**config.mk**
```make
export PLATFORM = sky130hd
export DESIGN_NAME = toaplan2_eeprom93c46_flat
export DESIGN_NICKNAME = d
export VERILOG_FILES = /design/src/rtl/toaplan2_eeprom_pkg.sv /design/src/rtl/toaplan2_eeprom93c46_if.sv /design/src/rtl/toaplan2_eeprom_mem.sv /design/src/rtl/toaplan2_eeprom93c46.sv /design/src/flat_wrapper.sv
export SDC_FILE = /design/constraint.sdc
export NUM_CORES = 1
export LEC_CHECK = 0
export BUFFER_PORTS_ARGS = -buffer_cell sky130_fd_sc_hd__clkbuf_2
export CAP_MARGIN = 10
export CORE_ASPECT_RATIO = 1.2
export CORE_UTILIZATION = 30
export DETAILED_ROUTE_END_ITERATION = 10
export GPL_ROUTABILITY_DRIVEN = 0
export PLACE_DENSITY = 0.5
export SLEW_MARGIN = 20
export SYNTH_ARGS = -nofsm -noshare
export SYNTH_HDL_FRONTEND = slang
export SYNTH_SLANG_ARGS = --single-unit
```
**constraint.sdc**
```tcl
create_clock -name CLK -period 7.1 [get_ports CLK]
set_clock_uncertainty 0.15 [all_clocks]
set_input_delay 1.775 -clock CLK [delete_from_list [all_inputs] [get_ports CLK]]
set_output_delay 1.775 -clock CLK [all_outputs]
set_load 0.05 [all_outputs]
```
**src/rtl/toaplan2_eeprom_pkg.sv**
```systemverilog
// rtl/toaplan2_eeprom_pkg.sv - shared types and constants for the 93C46 serial EEPROM responder
package toaplan2_eeprom_pkg;

  localparam int ADDR_W = 6;
  localparam int WORD_W = 16;
  localparam int WORDS  = 64;

  typedef enum logic [2:0] {
    ST_IDLE,
    ST_OPC,
    ST_ADDR,
    ST_DATA_IN,
    ST_READ_OUT,
    ST_WAIT_CS,
    ST_BUSY
  } state_e;

  localparam logic [1:0] OP_READ  = 2'b10;
  localparam logic [1:0] OP_WRITE = 2'b01;
  localparam logic [1:0] OP_ERASE = 2'b11;
  localparam logic [1:0] OP_EXT   = 2'b00;

  // Extended sub-ops live in address bits [5:4] when the opcode is OP_EXT
  localparam logic [1:0] EXT_EWEN = 2'b11;
  localparam logic [1:0] EXT_EWDS = 2'b00;
  localparam logic [1:0] EXT_ERAL = 2'b10;
  localparam logic [1:0] EXT_WRAL = 2'b01;

  typedef enum logic [2:0] {
    CMD_NONE,
    CMD_READ,
    CMD_WRITE,
    CMD_ERASE,
    CMD_ERAL,
    CMD_WRAL,
    CMD_EWEN,
    CMD_EWDS
  } cmd_e;

  function automatic cmd_e decode_cmd(input logic [1:0] op, input logic [ADDR_W-1:0] a);
    cmd_e c;
    c = CMD_NONE;
    case (op)
      OP_READ:  c = CMD_READ;
      OP_WRITE: c = CMD_WRITE;
      OP_ERASE: c = CMD_ERASE;
      default: begin
        case (a[5:4])
          EXT_EWEN: c = CMD_EWEN;
          EXT_EWDS: c = CMD_EWDS;
          EXT_ERAL: c = CMD_ERAL;
          default:  c = CMD_WRAL;
        endcase
      end
    endcase
    return c;
  endfunction

  // Commands that modify the array and therefore need WEN and a busy period
  function automatic logic is_program(input cmd_e c);
    return (c == CMD_WRITE) || (c == CMD_ERASE) || (c == CMD_ERAL) || (c == CMD_WRAL);
  endfunction

endpackage

```
**src/rtl/toaplan2_eeprom93c46_if.sv**
```systemverilog
// rtl/toaplan2_eeprom93c46_if.sv - Microwire serial lines between the 68K I/O latch and the EEPROM
interface toaplan2_eeprom93c46_if;
  logic SCS;
  logic SCLK;
  logic SDI;
  logic SDO;

  modport master (output SCS, output SCLK, output SDI, input SDO);
  modport slave  (input SCS, input SCLK, input SDI, output SDO);
endinterface

```
**src/rtl/toaplan2_eeprom_mem.sv**
```systemverilog
// rtl/toaplan2_eeprom_mem.sv - 64x16 word array, protocol port plus optional host dump port (EEPROM_NVRAM_EN)
module toaplan2_eeprom_mem
  import toaplan2_eeprom_pkg::*;
#(
  parameter logic [WORD_W-1:0] INIT_WORD = 16'hFFFF
) (
  input  logic              clk_i,
`ifdef EEPROM_NVRAM_EN
  input  logic              rst_i,
  input  logic [ADDR_W-1:0] dump_addr_i,
  input  logic [WORD_W-1:0] dump_din_i,
  input  logic              dump_we_i,
  output logic [WORD_W-1:0] dump_dout_o,
`endif
  input  logic              proto_we_i,
  input  logic [ADDR_W-1:0] proto_waddr_i,
  input  logic [WORD_W-1:0] proto_wdata_i,
  input  logic [ADDR_W-1:0] proto_raddr_i,
  output logic [WORD_W-1:0] proto_rdata_o
);

  // Power-up content; reset deliberately leaves the array alone
  logic [WORD_W-1:0] mem_q [WORDS] = '{default: INIT_WORD};

  // Array writes: the protocol write is issued last so it wins a same-word collision
  always_ff @(posedge clk_i) begin
`ifdef EEPROM_NVRAM_EN
    if (dump_we_i) mem_q[dump_addr_i] <= dump_din_i;
`endif
    if (proto_we_i) mem_q[proto_waddr_i] <= proto_wdata_i;
  end

  assign proto_rdata_o = mem_q[proto_raddr_i];

`ifdef EEPROM_NVRAM_EN
  logic [WORD_W-1:0] dump_dout_q;

  // Registered host read port
  always_ff @(posedge clk_i) begin
    if (rst_i) dump_dout_q <= '0;
    else       dump_dout_q <= mem_q[dump_addr_i];
  end

  assign dump_dout_o = dump_dout_q;
`endif

endmodule

```
**src/rtl/toaplan2_eeprom93c46.sv**
```systemverilog
// rtl/toaplan2_eeprom93c46.sv - 93C46 Microwire EEPROM responder top; EEPROM_NVRAM_EN adds the host dump port
module toaplan2_eeprom93c46
  import toaplan2_eeprom_pkg::*;
#(
  parameter int                BUSY_CYCLES = 64,
  parameter logic [WORD_W-1:0] INIT_WORD   = 16'hFFFF
) (
  input  logic                          CLK,
  input  logic                          RESET,
  toaplan2_eeprom93c46_if.slave         bus
`ifdef EEPROM_NVRAM_EN
  ,
  input  logic [ADDR_W-1:0]             DUMP_ADDR,
  input  logic [WORD_W-1:0]             DUMP_DIN,
  input  logic                          DUMP_WE,
  output logic [WORD_W-1:0]             DUMP_DOUT
`endif
);

  // A zero busy time still passes through BUSY for one cycle; bulk ops need the full sweep
  localparam int SINGLE_CYCLES = (BUSY_CYCLES < 1) ? 1 : BUSY_CYCLES;
  localparam int BULK_CYCLES   = (BUSY_CYCLES < WORDS) ? WORDS : BUSY_CYCLES;
  localparam int BUSY_W        = $clog2(BULK_CYCLES + 1);

  state_e              state_q, state_d;
  logic                sclk_q;
  logic [3:0]          cnt_q, cnt_d;
  logic [1:0]          op_q, op_d;
  logic [ADDR_W-1:0]   addr_q, addr_d;
  logic [WORD_W-1:0]   data_q, data_d;
  cmd_e                cmd_q, cmd_d;
  logic                wen_q, wen_d;
  logic                sdo_q, sdo_d;
  logic [BUSY_W-1:0]   busy_q, busy_d;
  logic [ADDR_W-1:0]   sweep_q, sweep_d;
  logic                sweep_act_q, sweep_act_d;

  logic                sclk_rise;
  logic [ADDR_W-1:0]   shift_addr;
  cmd_e                dec_cmd;
  logic                pw_we;
  logic [ADDR_W-1:0]   pw_addr;
  logic [WORD_W-1:0]   pw_data;
  logic [WORD_W-1:0]   rd_data;

  assign sclk_rise  = bus.SCS && bus.SCLK && !sclk_q;
  assign shift_addr = {addr_q[ADDR_W-2:0], bus.SDI};
  assign dec_cmd    = decode_cmd(op_q, shift_addr);
  assign bus.SDO    = sdo_q;

  toaplan2_eeprom_mem #(
    .INIT_WORD (INIT_WORD)
  ) u_mem (
    .clk_i         (CLK),
`ifdef EEPROM_NVRAM_EN
    .rst_i         (RESET),
    .dump_addr_i   (DUMP_ADDR),
    .dump_din_i    (DUMP_DIN),
    .dump_we_i     (DUMP_WE),
    .dump_dout_o   (DUMP_DOUT),
`endif
    .proto_we_i    (pw_we),
    .proto_waddr_i (pw_addr),
    .proto_wdata_i (pw_data),
    .proto_raddr_i (addr_q),
    .proto_rdata_o (rd_data)
  );

  // State and shift registers; the array itself is not reset
  always_ff @(posedge CLK) begin
    if (RESET) begin
      state_q     <= ST_IDLE;
      sclk_q      <= 1'b0;
      cnt_q       <= '0;
      op_q        <= '0;
      addr_q      <= '0;
      data_q      <= '0;
      cmd_q       <= CMD_NONE;
      wen_q       <= 1'b0;
      sdo_q       <= 1'b1;
      busy_q      <= '0;
      sweep_q     <= '0;
      sweep_act_q <= 1'b0;
    end else begin
      state_q     <= state_d;
      sclk_q      <= bus.SCLK;
      cnt_q       <= cnt_d;
      op_q        <= op_d;
      addr_q      <= addr_d;
      data_q      <= data_d;
      cmd_q       <= cmd_d;
      wen_q       <= wen_d;
      sdo_q       <= sdo_d;
      busy_q      <= busy_d;
      sweep_q     <= sweep_d;
      sweep_act_q <= sweep_act_d;
    end
  end

  // Command decode, serial shifting, commit and busy sweep
  always_comb begin
    state_d     = state_q;
    cnt_d       = cnt_q;
    op_d        = op_q;
    addr_d      = addr_q;
    data_d      = data_q;
    cmd_d       = cmd_q;
    wen_d       = wen_q;
    sdo_d       = 1'b1;
    busy_d      = busy_q;
    sweep_d     = sweep_q;
    sweep_act_d = sweep_act_q;
    pw_we       = 1'b0;
    pw_addr     = addr_q;
    pw_data     = data_q;

    if (state_q == ST_BUSY) begin
      // Chip select has no effect here; SDO reports busy only while selected
      sdo_d = !bus.SCS;
      if (sweep_act_q) begin
        pw_we   = 1'b1;
        pw_addr = sweep_q;
        sweep_d = sweep_q + 6'd1;
        if (sweep_q == 6'd63) sweep_act_d = 1'b0;
      end
      if (busy_q <= BUSY_W'(1)) begin
        state_d = ST_IDLE;
        busy_d  = '0;
      end else begin
        busy_d = busy_q - BUSY_W'(1);
      end
    end else if (!bus.SCS) begin
      // Deselect aborts anything short of WAIT_CS; from WAIT_CS it commits a program op
      state_d = ST_IDLE;
      cnt_d   = '0;
      op_d    = '0;
      addr_d  = '0;
      data_d  = '0;
      cmd_d   = CMD_NONE;
      if (state_q == ST_WAIT_CS && wen_q && is_program(cmd_q)) begin
        state_d = ST_BUSY;
        busy_d  = BUSY_W'(SINGLE_CYCLES);
        case (cmd_q)
          CMD_WRITE: pw_we = 1'b1;
          CMD_ERASE: begin
            pw_we   = 1'b1;
            pw_data = '1;
          end
          default: begin
            busy_d      = BUSY_W'(BULK_CYCLES);
            sweep_d     = '0;
            sweep_act_d = 1'b1;
            data_d      = (cmd_q == CMD_ERAL) ? '1 : data_q;
          end
        endcase
      end
    end else begin
      case (state_q)
        ST_IDLE: begin
          if (sclk_rise && bus.SDI) begin
            state_d = ST_OPC;
            cnt_d   = '0;
            cmd_d   = CMD_NONE;
          end
        end
        ST_OPC: begin
          if (sclk_rise) begin
            op_d = {op_q[0], bus.SDI};
            if (cnt_q == 4'd1) begin
              cnt_d   = '0;
              state_d = ST_ADDR;
            end else begin
              cnt_d = cnt_q + 4'd1;
            end
          end
        end
        ST_ADDR: begin
          if (sclk_rise) begin
            addr_d = shift_addr;
            if (cnt_q == 4'd5) begin
              cnt_d = '0;
              cmd_d = dec_cmd;
              case (dec_cmd)
                CMD_READ: begin
                  state_d = ST_READ_OUT;
                  sdo_d   = 1'b0;
                end
                CMD_WRITE, CMD_WRAL: state_d = ST_DATA_IN;
                CMD_EWEN: begin
                  wen_d   = 1'b1;
                  state_d = ST_WAIT_CS;
                end
                CMD_EWDS: begin
                  wen_d   = 1'b0;
                  state_d = ST_WAIT_CS;
                end
                default: state_d = ST_WAIT_CS;
              endcase
            end else begin
              cnt_d = cnt_q + 4'd1;
            end
          end
        end
        ST_DATA_IN: begin
          if (sclk_rise) begin
            data_d = {data_q[WORD_W-2:0], bus.SDI};
            if (cnt_q == 4'd15) begin
              cnt_d   = '0;
              state_d = ST_WAIT_CS;
            end else begin
              cnt_d = cnt_q + 4'd1;
            end
          end
        end
        ST_READ_OUT: begin
          // Stream MSB first; roll to the next word without a dummy bit
          sdo_d = sdo_q;
          if (sclk_rise) begin
            sdo_d = rd_data[~cnt_q];
            cnt_d = cnt_q + 4'd1;
            if (cnt_q == 4'd15) addr_d = addr_q + 6'd1;
          end
        end
        default: ;
      endcase
    end
  end

endmodule

```
**src/flat_wrapper.sv**
```systemverilog
// flat-port wrapper written by rule: the top's interface ports become plain ports
module toaplan2_eeprom93c46_flat import toaplan2_eeprom_pkg::*;
#(
  parameter int                BUSY_CYCLES = 64,
  parameter logic [WORD_W-1:0] INIT_WORD   = 16'hFFFF
)
  (CLK, RESET, bus_SCS, bus_SCLK, bus_SDI, bus_SDO);
  toaplan2_eeprom93c46_if bus_i ();
  input  logic CLK;
  input  logic RESET;
  input wire logic [$bits(bus_i.SCS)-1:0] bus_SCS;
  input wire logic [$bits(bus_i.SCLK)-1:0] bus_SCLK;
  input wire logic [$bits(bus_i.SDI)-1:0] bus_SDI;
  output wire logic [$bits(bus_i.SDO)-1:0] bus_SDO;
  assign bus_i.SCS = bus_SCS;
  assign bus_i.SCLK = bus_SCLK;
  assign bus_i.SDI = bus_SDI;
  assign bus_SDO = bus_i.SDO;
  toaplan2_eeprom93c46 #(.BUSY_CYCLES(BUSY_CYCLES), .INIT_WORD(INIT_WORD)) u_core (.CLK(CLK), .RESET(RESET), .bus(bus_i));
endmodule
```
=== Word-level counts from Yosys, hierarchy flattened ===
Memories as Yosys holds them, arrays and structs flattened. A register that Yosys moved wholly into a read port is not among the register bits.
Index checks and enable logic that the tools add are counted.

* Add/subtract/negate cells: 4
* Multipliers: 0
* Div/mod/pow operators: 0
* $lt $le $gt $ge: 2
* Eq/ne operators: 51
* Shift operators: 0
* Muxes and demuxes: 84
* Bitwise gates (word level): 2
* Reductions and logical operators: 26

{| class="wikitable"
|+ Operators by type and width
! cell !! count
|-
| two-way mux 16 bit || 10
|-
| two-way mux 6 bit || 13
|-
| two-way mux 3 bit || 15
|-
| two-way mux 4 bit || 9
|-
| != test 4 x 2 -> 1 bit (second input constant) || 8
|-
| two-way mux 7 bit || 4
|-
| == test 3 bit (second input constant) || 8
|-
| != test 3 x 2 -> 1 bit (second input constant) || 7
|-
| two-way mux 1 bit || 20
|-
| case mux 4 bit (5 select lines) || 1
|-
| == test 3 x 2 -> 1 bit (second input constant) || 5
|-
| adder 6 x 1 -> 6 bit (second input constant) || 2
|-
| != test 2 x 1 -> 1 bit (second input constant) || 6
|-
| != test 6 x 1 -> 1 bit (second input constant) || 2
|-
| case mux 3 bit (2 select lines) || 2
|-
| case mux 3 bit (4 select lines) || 1
|-
| case mux 6 bit (2 select lines) || 1
|-
| AND reduction 5 bit || 2
|-
| case mux 3 bit (3 select lines) || 1
|-
| AND reduction 9 bit || 1
|-
| == test 2 bit (second input constant) || 4
|-
| AND reduction 4 bit || 2
|-
| less-or-equal comparator 7 x 1 -> 1 bit (second input constant) || 1
|-
| AND reduction 7 bit || 1
|-
| 28 further kinds || 43
|}

* Register bits after elaboration: 51
* Bits in latches: 0
* RAM bits: 1024
* ROM bits: 0
* Output and inout bits: 1
* Word-level logic and storage cells: 182
* Memories: 1

{| class="wikitable"
|+ Memories
! memory !! words !! width !! rd ports !! clocked after Yosys merged registers in !! wr ports !! RTL line !! source
|-
| u_core.u_mem.mem_q || 64 || 16 || 1 || 1 || 1 || toaplan2_eeprom_mem.sv:23 || <nowiki>logic [WORD_W-1:0] mem_q [WORDS] = '{default: INIT_WORD};</nowiki>
|}

=== Depth between registers and ports, before layout ===
Gate-level depths: netlist of run 1.

* Depth in word-level cells: 11
* Depth in mapped cells: 12
* Gate-level depth less buffers: 10

=== By module ===
A second synthesis of run 1 with hierarchy kept.

* Cells, all modules: 2196
* Area total of the unflattened synthesis: 42660.9 µm²

{| class="wikitable"
|+ Modules (own cells, without submodules)
! module !! times used !! cells an instance !! area each (µm²)
|-
| toaplan2_eeprom_mem || 1 || 1794 || 39554.2
|-
| toaplan2_eeprom93c46 || 1 || 402 || 3106.7
|}

=== Worst setup path before layout of run 1 ===
Ideal clock, no wire load.

* Kind: input-to-reg
* Start point: input bus_SCS
* End point: memory u_core.u_mem.mem_q[41][0] (enable)
* Arrival time: 3720 ps
* Required time: 6562 ps
* Slack: 2841 ps
* Cell stages on the path: 7
* Buffers on the path: 2
* Cell sequence: clkbuf_1 -> nor4_1 -> nand2b_1 -> clkbuf_1 -> nor2b_1 -> nand2_1 -> nor2_1

* Word-level cells in the longest chain between the ends: 4

{| class="wikitable"
|+ RTL lines
! item !! RTL line !! source
|-
| start: declaration || flat_wrapper.sv:11 || <nowiki>input wire logic [$bits(bus_i.SCS)-1:0] bus_SCS;</nowiki>
|-
| two-way mux 1 bit || toaplan2_eeprom93c46.sv:132 || <nowiki>end else if (!bus.SCS) begin</nowiki>
|-
| two-way mux 1 bit || toaplan2_eeprom93c46.sv:117 || <nowiki>if (state_q == ST_BUSY) begin</nowiki>
|-
| two-way mux 1 bit || toaplan2_eeprom_mem.sv:30 || <nowiki>if (proto_we_i) mem_q[proto_waddr_i] <= proto_wdata_i;</nowiki>
|-
| two-way mux 1 bit (implied by the code) || toaplan2_eeprom_mem.sv:30 ||
|-
| end: declaration || toaplan2_eeprom_mem.sv:23 ||
|}

No other way between the ends.

=== Worst setup path in the final report of run 1 ===
* Start point: input bus_SCS
* End point: memory u_core.u_mem.mem_q[9][5] (data pin)

* Word-level cells in the longest chain between the ends: 2

{| class="wikitable"
|+ RTL lines
! item !! RTL line !! source
|-
| two-way mux 16 bit || toaplan2_eeprom93c46.sv:132 ||
|-
| two-way mux 16 bit || toaplan2_eeprom93c46.sv:117 ||
|-
| via u_core.pw_data[5] || toaplan2_eeprom93c46.sv:43 || <nowiki>logic [WORD_W-1:0] pw_data;</nowiki>
|}

The timed path passes the listed nets, and every way through them passes these cells.

==> results of run 1 <==
==> worst min-delay path: stages (launching register included) <==
cell and delay [ns]:
sky130_fd_sc_hd__dfxtp_1 0.33, sky130_fd_sc_hd__nand2_1 0.06, sky130_fd_sc_hd__a21oi_1 0.05
==> cells in the mapped netlist, drive strengths merged (11+ instances only) <==
| cell | count | area share, % |
|---|---|---|
| a211oi | 29 | 0.51 |
| a21oi | 74 | 0.87 |
| a22o | 18 | 0.37 |
| a22oi | 28 | 0.49 |
| buf | 69 | 1.1 |
| clkbuf | 59 | 0.52 |
| dfxtp | 57 | 2.7 |
| edfxtp | 1024 | 72 |
| inv | 14 | 0.12 |
| mux2i | 59 | 1.4 |
| mux4 | 243 | 13 |
| nand2 | 82 | 0.72 |
| nand2b | 46 | 0.67 |
| nand3 | 32 | 0.37 |
| nand4 | 14 | 0.20 |
| nor2 | 137 | 1.2 |
| nor2b | 21 | 0.31 |
| nor3 | 25 | 0.29 |
| o21ai | 38 | 0.45 |
| o22ai | 17 | 0.25 |
| or3 | 11 | 0.16 |
==> layout make-up <==
type	count	area, µm²
fill	13200	92700
sequential	1081	31900
multi-input combinational	1006	10300
clock buffer	135	2800
tap	1836	2300
timing repair buffer	97	778
clock inverter	62	542
inverter	15	56.3
antenna	1	2.50
==> power breakdown <==
| group | internal (µW) | total, µW | switching (µW) |
|---|---|---|---|
| Clock | 3050 | 5450 | 2400 |
| Combinational | 186 | 598 | 412 |
| Sequential | 7020 | 7040 | 24.0 |
==> layer usage <==
layer | wire length (µm) | vias up | part of all wire (%)
met4 | 4380 | 0 | 3.6
met2 | 61000 | 730 | 51
li1 | - | 9300 | -
met1 | 48600 | 11900 | 40
met5 | 0 | - | 0
met3 | 6530 | 170 | 5.4
==> registers in the layout (all words and copies together), names as in the netlist, named ones only <==
signal / cells
u_core.u_mem.mem_q: 1024
u_core.data_q: 16
u_core.busy_q: 7
u_core.addr_q: 6
u_core.sweep_q: 6
u_core.cnt_q: 4
u_core.cmd_q: 3
u_core.state_q: 3
u_core.op_q: 2
u_core.bus.SDO: 1
u_core.sclk_q: 1
u_core.sweep_act_q: 1
u_core.wen_q: 1
==> path summary, 6_finish.rpt <==
path | from | endpoint | slack (ns) | cells after the start
max | bus_SCS | u_core.u_mem.mem_q[9][5] | 2.19 | 5
min | u_core.cmd_q[1] | u_core.cmd_q[1] | 0.33 | 2
max reg2reg | u_core.state_q[1] | u_core.u_mem.mem_q[9][10] | 2.36 | 6
min reg2reg | u_core.cmd_q[1] | u_core.cmd_q[1] | 0.33 | 2
==> per-stage QoR <==
stage / setup slack, ns / area (µm²) / hold WS [ns] / util, % / std cells
2_1_floorplan: 2.84 / 42700 / 0.290 / - / 2230
3_3_place_gp: 1.67 / 45300 / 0.306 / 32.0 / 4034
3_5_place_dp: 1.56 / 45300 / 0.325 / 32.0 / 4034
4_1_cts: 2.34 / 48600 / 0.338 / 34.4 / 4231
5_1_grt: 1.96 / 48700 / 0.352 / 34.4 / 4232
6_report: 2.19 / 48700 / 0.333 / 34.4 / 4233
==> cells by family (layout without fill, tap and decap cells) <==
group,count (synthesis),in the layout,synth area share (%)
other,0,1,0
DFF,1081,1081,74.6
AOI/OAI and AO/OA,273,273,4.26
xor gates and xnor gates,4,4,0.0820
adders and majority gates,9,9,0.264
buffers and inverters,143,309,1.71
and+or+nand+nor,408,408,4.61
muxes,312,312,14.5
==> flow_results.xml, run 1 <==
<?xml version="1.0" encoding="UTF-8"?>
<metrics>
  <group name="synth">
    <metric name="syn-instance-count" unit="">2230</metric>
    <metric name="dominantRegCellSynth" unit="">sky130_fd_sc_hd__edfxtp_1</metric>
    <metric name="syn-cell-area" unit="µm²">42700</metric>
    <metric name="synth_cell_types" unit="">59</metric>
    <metric name="syn-num-nets" unit="">2244</metric>
    <metric name="async_flop_share" unit="%">0</metric>
    <metric name="post_synthesis_average_cell_area" unit="µm²">19.2</metric>
    <metric name="synth_seq_cells" unit="">1081</metric>
    <metric name="synth.yosys.warnings" unit="">0</metric>
    <metric name="synth_edf_count" unit="">1024</metric>
    <metric name="synth.yosys.seq_area_share" unit="%">74.6</metric>
  </group>
  <group name="global_route">
    <metric name="grt_remaining_overflow" unit="">0</metric>
    <metric name="grt_pass1_vias" unit="">22500</metric>
    <metric name="grt_util_met3" unit="%">2.78</metric>
    <metric name="groute.layer.met1.usage" unit="%">20.9</metric>
    <metric name="pin_count_of_the_biggest_net_entering_global_routing" unit="">83</metric>
    <metric name="grt_use_met2" unit="%">28.5</metric>
    <metric name="most_crowded_layer_after_global_routing" unit="">met2</metric>
    <metric name="grt.total_usage" unit="%">16.6</metric>
    <metric name="wire_length_of_the_first_global_routing_pass" unit="µm">171000</metric>
    <metric name="antenna_found_initial" unit="">1</metric>
  </group>
  <group name="timing">
    <metric name="fin_tns_setup" unit="ns">0</metric>
    <metric name="relSlewSlack" unit="%">22.2</metric>
    <metric name="final-hold-violation-count" unit="">0</metric>
    <metric name="maxSlewViolCount" unit="">0</metric>
    <metric name="setup_viol_count_final" unit="">0</metric>
    <metric name="layout_min_cycle_time" unit="ns">4.91</metric>
    <metric name="finalCritPeriodShare" unit="%">69.2</metric>
    <metric name="worst-slew-pin-transition" unit="ns">1.16</metric>
    <metric name="rsz0062_at_grt" unit="">false</metric>
    <metric name="max_clock_freq" unit="MHz">204</metric>
  </group>
  <group name="clock_network">
    <metric name="hold_bufs_at_cts" unit="">0</metric>
    <metric name="clkLatencyLatePin" unit="ns">0.72</metric>
    <metric name="tritoncts" unit="">done</metric>
    <metric name="ctsRootBufferMaster" unit="">sky130_fd_sc_hd__clkbuf_16</metric>
    <metric name="htree_num_levels" unit="">3</metric>
    <metric name="cts.repair.resized" unit="">0</metric>
    <metric name="cts_sinks" unit="">1081</metric>
    <metric name="postCtsSetupBuffers" unit="">0</metric>
    <metric name="clkTransAtPathRegs" unit="ns">0.06</metric>
    <metric name="cts_buffers" unit="">105</metric>
    <metric name="clock_path_buffers" unit="">3</metric>
  </group>
  <group name="detailed_routing">
    <metric name="ant_nets" unit="">0</metric>
    <metric name="detail_route.wirelength" unit="µm">120000</metric>
    <metric name="post_drt_wl_per_cell" unit="µm">28.5</metric>
    <metric name="drt_pre_antenna_iters" unit="">5</metric>
    <metric name="first_iter_violations" unit="">2238</metric>
    <metric name="drt-vias-per-instance" unit="">5.23</metric>
    <metric name="via_count" unit="">22100</metric>
    <metric name="remaining_drc_errors" unit="">0</metric>
  </group>
  <group name="cells_and_area">
    <metric name="flow.area_growth_from_synthesis" unit="%">13.9</metric>
    <metric name="mostFrequentLayoutCell" unit="">sky130_fd_sc_hd__edfxtp_1</metric>
    <metric name="finalNetCount" unit="">2320</metric>
    <metric name="layout_common_cells" unit="">1024 x sky130_fd_sc_hd__edfxtp_1, 243 x sky130_fd_sc_hd__mux4_2, 117 x sky130_fd_sc_hd__nor2_1, 108 x sky130_fd_sc_hd__clkbuf_16, 87 x sky130_fd_sc_hd__buf_4</metric>
    <metric name="layout-drive-gt1-share" unit="%">22.9</metric>
  </group>
  <group name="floorplan">
    <metric name="die_w" unit="µm">347</metric>
    <metric name="vertical_extent_of_the_die" unit="µm">415</metric>
    <metric name="standard_cell_core_area" unit="µm²">141000</metric>
    <metric name="initial_core_util" unit="%">30.2</metric>
    <metric name="total_die_area" unit="µm²">144000</metric>
    <metric name="io_pins" unit="">6</metric>
    <metric name="placement_row_count" unit="">151</metric>
  </group>
  <group name="worst_setup_path">
    <metric name="worstSetupEndpointType" unit="">flip-flop</metric>
    <metric name="timing.critical_path.slowest_stage_cell" unit="">sky130_fd_sc_hd__nand2b_2</metric>
    <metric name="timing.critical_path.required" unit="ns">7.45</metric>
    <metric name="cp_slowest_stage_delay" unit="ns">1.03</metric>
    <metric name="worst_setup_path_category" unit="">input port to flip-flop</metric>
    <metric name="critPathTopFamily" unit="">simple AND/OR/NAND/NOR gates</metric>
    <metric name="cp.buffers_inverters" unit="">2</metric>
    <metric name="worstPathMaxFanout" unit="">39</metric>
    <metric name="worst_setup_path_start_kind" unit="">input port</metric>
    <metric name="arrival_time_of_the_worst_setup_path" unit="ns">5.26</metric>
    <metric name="crit_chain" unit="">clkbuf_2 &gt; nor4_1 &gt; nand2_1 &gt; nand2b_2 &gt; buf_4</metric>
  </group>
  <group name="run_status">
    <metric name="outcome" unit="">finished clean</metric>
  </group>
  <group name="power">
    <metric name="report.power.total" unit="µW">13100</metric>
    <metric name="power.ir.vdd_worst" unit="V">0.000180</metric>
    <metric name="powerDensity" unit="nW/µm²">269</metric>
    <metric name="p_leak" unit="µW">0.0147</metric>
  </group>
  <group name="run">
    <metric name="drv_cap" unit="">0</metric>
  </group>
  <group name="min_path">
    <metric name="worstHoldPathType" unit="">flip-flop to flip-flop</metric>
  </group>
  <group name="placed_design">
    <metric name="final_hpwl_dp" unit="µm">75000</metric>
    <metric name="placement.io_buffers" unit="">5</metric>
  </group>
</metrics>
Power figures use the tool's default switching activity.
==> run 2: changes to the inputs <==
PLACE_DENSITY = 0.51   (was 0.5)
clock period = 4 ns   (was 7.1 ns; I/O delays follow)
==> run 2 against run 1 <==
Against the previous run:
- via count is 3.6% higher
- first-iteration DRC count is 21% higher
- largest cell class unchanged
- flip-flop and latch count stayed put
- combinational power is 96% higher
- highest routed layer unchanged
- clock-buffer cell count is 12 lower
- total power is 82% higher
- critical path depth is 4 higher
- setup slack worse by 2.1 ns
- clock power is 87% higher
- routed wire length is 4.0% higher
- final cell count is 2.5% higher
==> flow_results.xml, run 2 (synthesis gave the netlist of run 1 again) <==
<?xml version="1.0" encoding="UTF-8"?>
<metrics>
  <group name="min_path">
    <metric name="min_from" unit="">u_core.cmd_q[1]</metric>
    <metric name="worstHoldPathType" unit="">flip-flop to flip-flop</metric>
  </group>
  <group name="cells_and_area">
    <metric name="layout_top_registers" unit="">u_core.u_mem.mem_q x1024, u_core.data_q x16, u_core.busy_q x7</metric>
    <metric name="largest_register_ffs" unit="">1024</metric>
    <metric name="finalNetCount" unit="">2431</metric>
    <metric name="nFillCells" unit="">13000</metric>
    <metric name="layout_common_cells" unit="">1024 x sky130_fd_sc_hd__edfxtp_1, 243 x sky130_fd_sc_hd__mux4_2, 147 x sky130_fd_sc_hd__buf_4, 118 x sky130_fd_sc_hd__nor2_1, 105 x sky130_fd_sc_hd__clkbuf_16</metric>
    <metric name="insertedDiodeCount" unit="">0</metric>
    <metric name="layout-drive-gt1-share" unit="%">26.3</metric>
    <metric name="largest_register_by_flop_count" unit="">u_core.u_mem.mem_q</metric>
    <metric name="mostFrequentLayoutCell" unit="">sky130_fd_sc_hd__edfxtp_1</metric>
    <metric name="postLayoutCellArea" unit="µm²">50200</metric>
    <metric name="flow.area_growth_from_synthesis" unit="%">17.6</metric>
  </group>
  <group name="clock_network">
    <metric name="clkLatencyLatePin" unit="ns">0.73</metric>
    <metric name="postCtsSetupBuffers" unit="">0</metric>
    <metric name="cts_sinks" unit="">1081</metric>
    <metric name="ctsRootBufferMaster" unit="">sky130_fd_sc_hd__clkbuf_16</metric>
    <metric name="clock_path_buffers" unit="">3</metric>
    <metric name="hold_bufs_at_cts" unit="">0</metric>
    <metric name="cts.repair.resized" unit="">0</metric>
    <metric name="tritoncts" unit="">done</metric>
    <metric name="clkTransAtPathRegs" unit="ns">0.06</metric>
    <metric name="htree_num_levels" unit="">3</metric>
    <metric name="cts_buffers" unit="">105</metric>
  </group>
  <group name="detailed_routing">
    <metric name="drt-vias-per-instance" unit="">5.29</metric>
    <metric name="detail_route.wirelength" unit="µm">125000</metric>
    <metric name="via_count" unit="">22900</metric>
    <metric name="post_drt_wl_per_cell" unit="µm">28.9</metric>
    <metric name="first_iter_violations" unit="">2699</metric>
    <metric name="ant_nets" unit="">0</metric>
    <metric name="remaining_drc_errors" unit="">0</metric>
    <metric name="drt_pre_antenna_iters" unit="">8</metric>
  </group>
  <group name="timing">
    <metric name="maxSlewViolCount" unit="">0</metric>
    <metric name="worst-slew-pin-transition" unit="ns">1.10</metric>
    <metric name="layout_min_cycle_time" unit="ns">3.89</metric>
    <metric name="finalCritPeriodShare" unit="%">97.4</metric>
    <metric name="final-hold-violation-count" unit="">0</metric>
    <metric name="max_clock_freq" unit="MHz">257</metric>
    <metric name="fin_tns_setup" unit="ns">0</metric>
    <metric name="relSlewSlack" unit="%">26.6</metric>
    <metric name="setup_viol_count_final" unit="">0</metric>
    <metric name="rsz0062_at_grt" unit="">false</metric>
  </group>
  <group name="floorplan">
    <metric name="standard_cell_core_area" unit="µm²">141000</metric>
    <metric name="placement_row_count" unit="">151</metric>
    <metric name="total_die_area" unit="µm²">144000</metric>
    <metric name="die_w" unit="µm">347</metric>
    <metric name="io_pins" unit="">6</metric>
    <metric name="vertical_extent_of_the_die" unit="µm">415</metric>
    <metric name="initial_core_util" unit="%">30.2</metric>
  </group>
  <group name="global_route">
    <metric name="grt_pass1_vias" unit="">23200</metric>
    <metric name="grt_remaining_overflow" unit="">0</metric>
    <metric name="antenna_found_initial" unit="">3</metric>
    <metric name="grt.total_usage" unit="%">17.3</metric>
    <metric name="pin_count_of_the_biggest_net_entering_global_routing" unit="">65</metric>
    <metric name="wire_length_of_the_first_global_routing_pass" unit="µm">178000</metric>
  </group>
  <group name="worst_setup_path">
    <metric name="worstPathMaxFanout" unit="">26</metric>
    <metric name="arrival_time_of_the_worst_setup_path" unit="ns">4.32</metric>
    <metric name="worst_setup_path_start_kind" unit="">flip-flop</metric>
    <metric name="worst_setup_path_category" unit="">flip-flop to flip-flop</metric>
    <metric name="timing.critical_path.required" unit="ns">4.42</metric>
    <metric name="worstSetupEndpointType" unit="">flip-flop</metric>
  </group>
  <group name="run">
    <metric name="drv_cap" unit="">0</metric>
  </group>
  <group name="placed_design">
    <metric name="placed_cell_area" unit="µm²">46700</metric>
    <metric name="final_hpwl_dp" unit="µm">79800</metric>
    <metric name="placement.io_buffers" unit="">5</metric>
  </group>
  <group name="power">
    <metric name="powerDensity" unit="nW/µm²">475</metric>
    <metric name="power.ir.vdd_worst" unit="V">0.000429</metric>
    <metric name="p_leak" unit="µW">0.0154</metric>
  </group>
  <group name="run_status">
    <metric name="outcome" unit="">finished clean</metric>
  </group>
</metrics>
run 2: metrics by stage:
stage	hold WS, ns	setup WS [ns]	cells	utilization, %	power, µW
CTS	0.327	0.117	4338	35.6	24100
detailed placement	0.321	0.138	4146	33.1	13900
finish	0.328	0.106	4338	35.6	23900
global placement	0.306	0.108	4146	33.1	13900
floorplan	0.290	0.516	2230	-	13400
global route	0.358	0.104	4338	35.6	24500
run 2: final timing paths:
check	endpoint	slack [ns]	depth (start not counted)
max reg2reg	u_core.bus.SDO	0.11	9
min reg2reg	u_core.cmd_q[1]	0.33	2
max	u_core.bus.SDO	0.11	9
min	u_core.cmd_q[1]	0.33	2
run 2: area by class of cell:
class / count / area [µm²] / share of cell area (%)
timing repair buffer: 208 / 2250 / 4.48
multi-input combinational: 1006 / 10200 / 20.3
tap: 1836 / 2300 / 4.57
inverter: 15 / 56.3 / 0.112
clock inverter: 69 / 827 / 1.65
sequential: 1081 / 31900 / 63.5
clock buffer: 123 / 2700 / 5.36
run 2: power by group:
group          total [µW]  switching, µW  internal [µW]
Clock               10200           4430           5770
Combinational        1170            762            406
Sequential          12500           45.3          12400
run 2: per-layer routing:
metal	GRT usage, %	routed length, µm	vias up
li1	-	-	9520
met4	7.74	5710	0
met2	28.8	62000	942
met5	0	0	-
met3	2.97	8020	245
met1	21.9	49500	12200
run 2: critical path: stages, from the launching register on:
cell                        delay (ns)
sky130_fd_sc_hd__dfxtp_4          0.66
sky130_fd_sc_hd__buf_12           0.25
sky130_fd_sc_hd__buf_12           0.25
sky130_fd_sc_hd__mux4_2           0.53
sky130_fd_sc_hd__a2111oi_0        0.85
sky130_fd_sc_hd__or3_1            0.26
sky130_fd_sc_hd__a2111oi_0        0.08
sky130_fd_sc_hd__and3_1           0.17
sky130_fd_sc_hd__o32ai_1          0.33
sky130_fd_sc_hd__a31oi_1          0.14
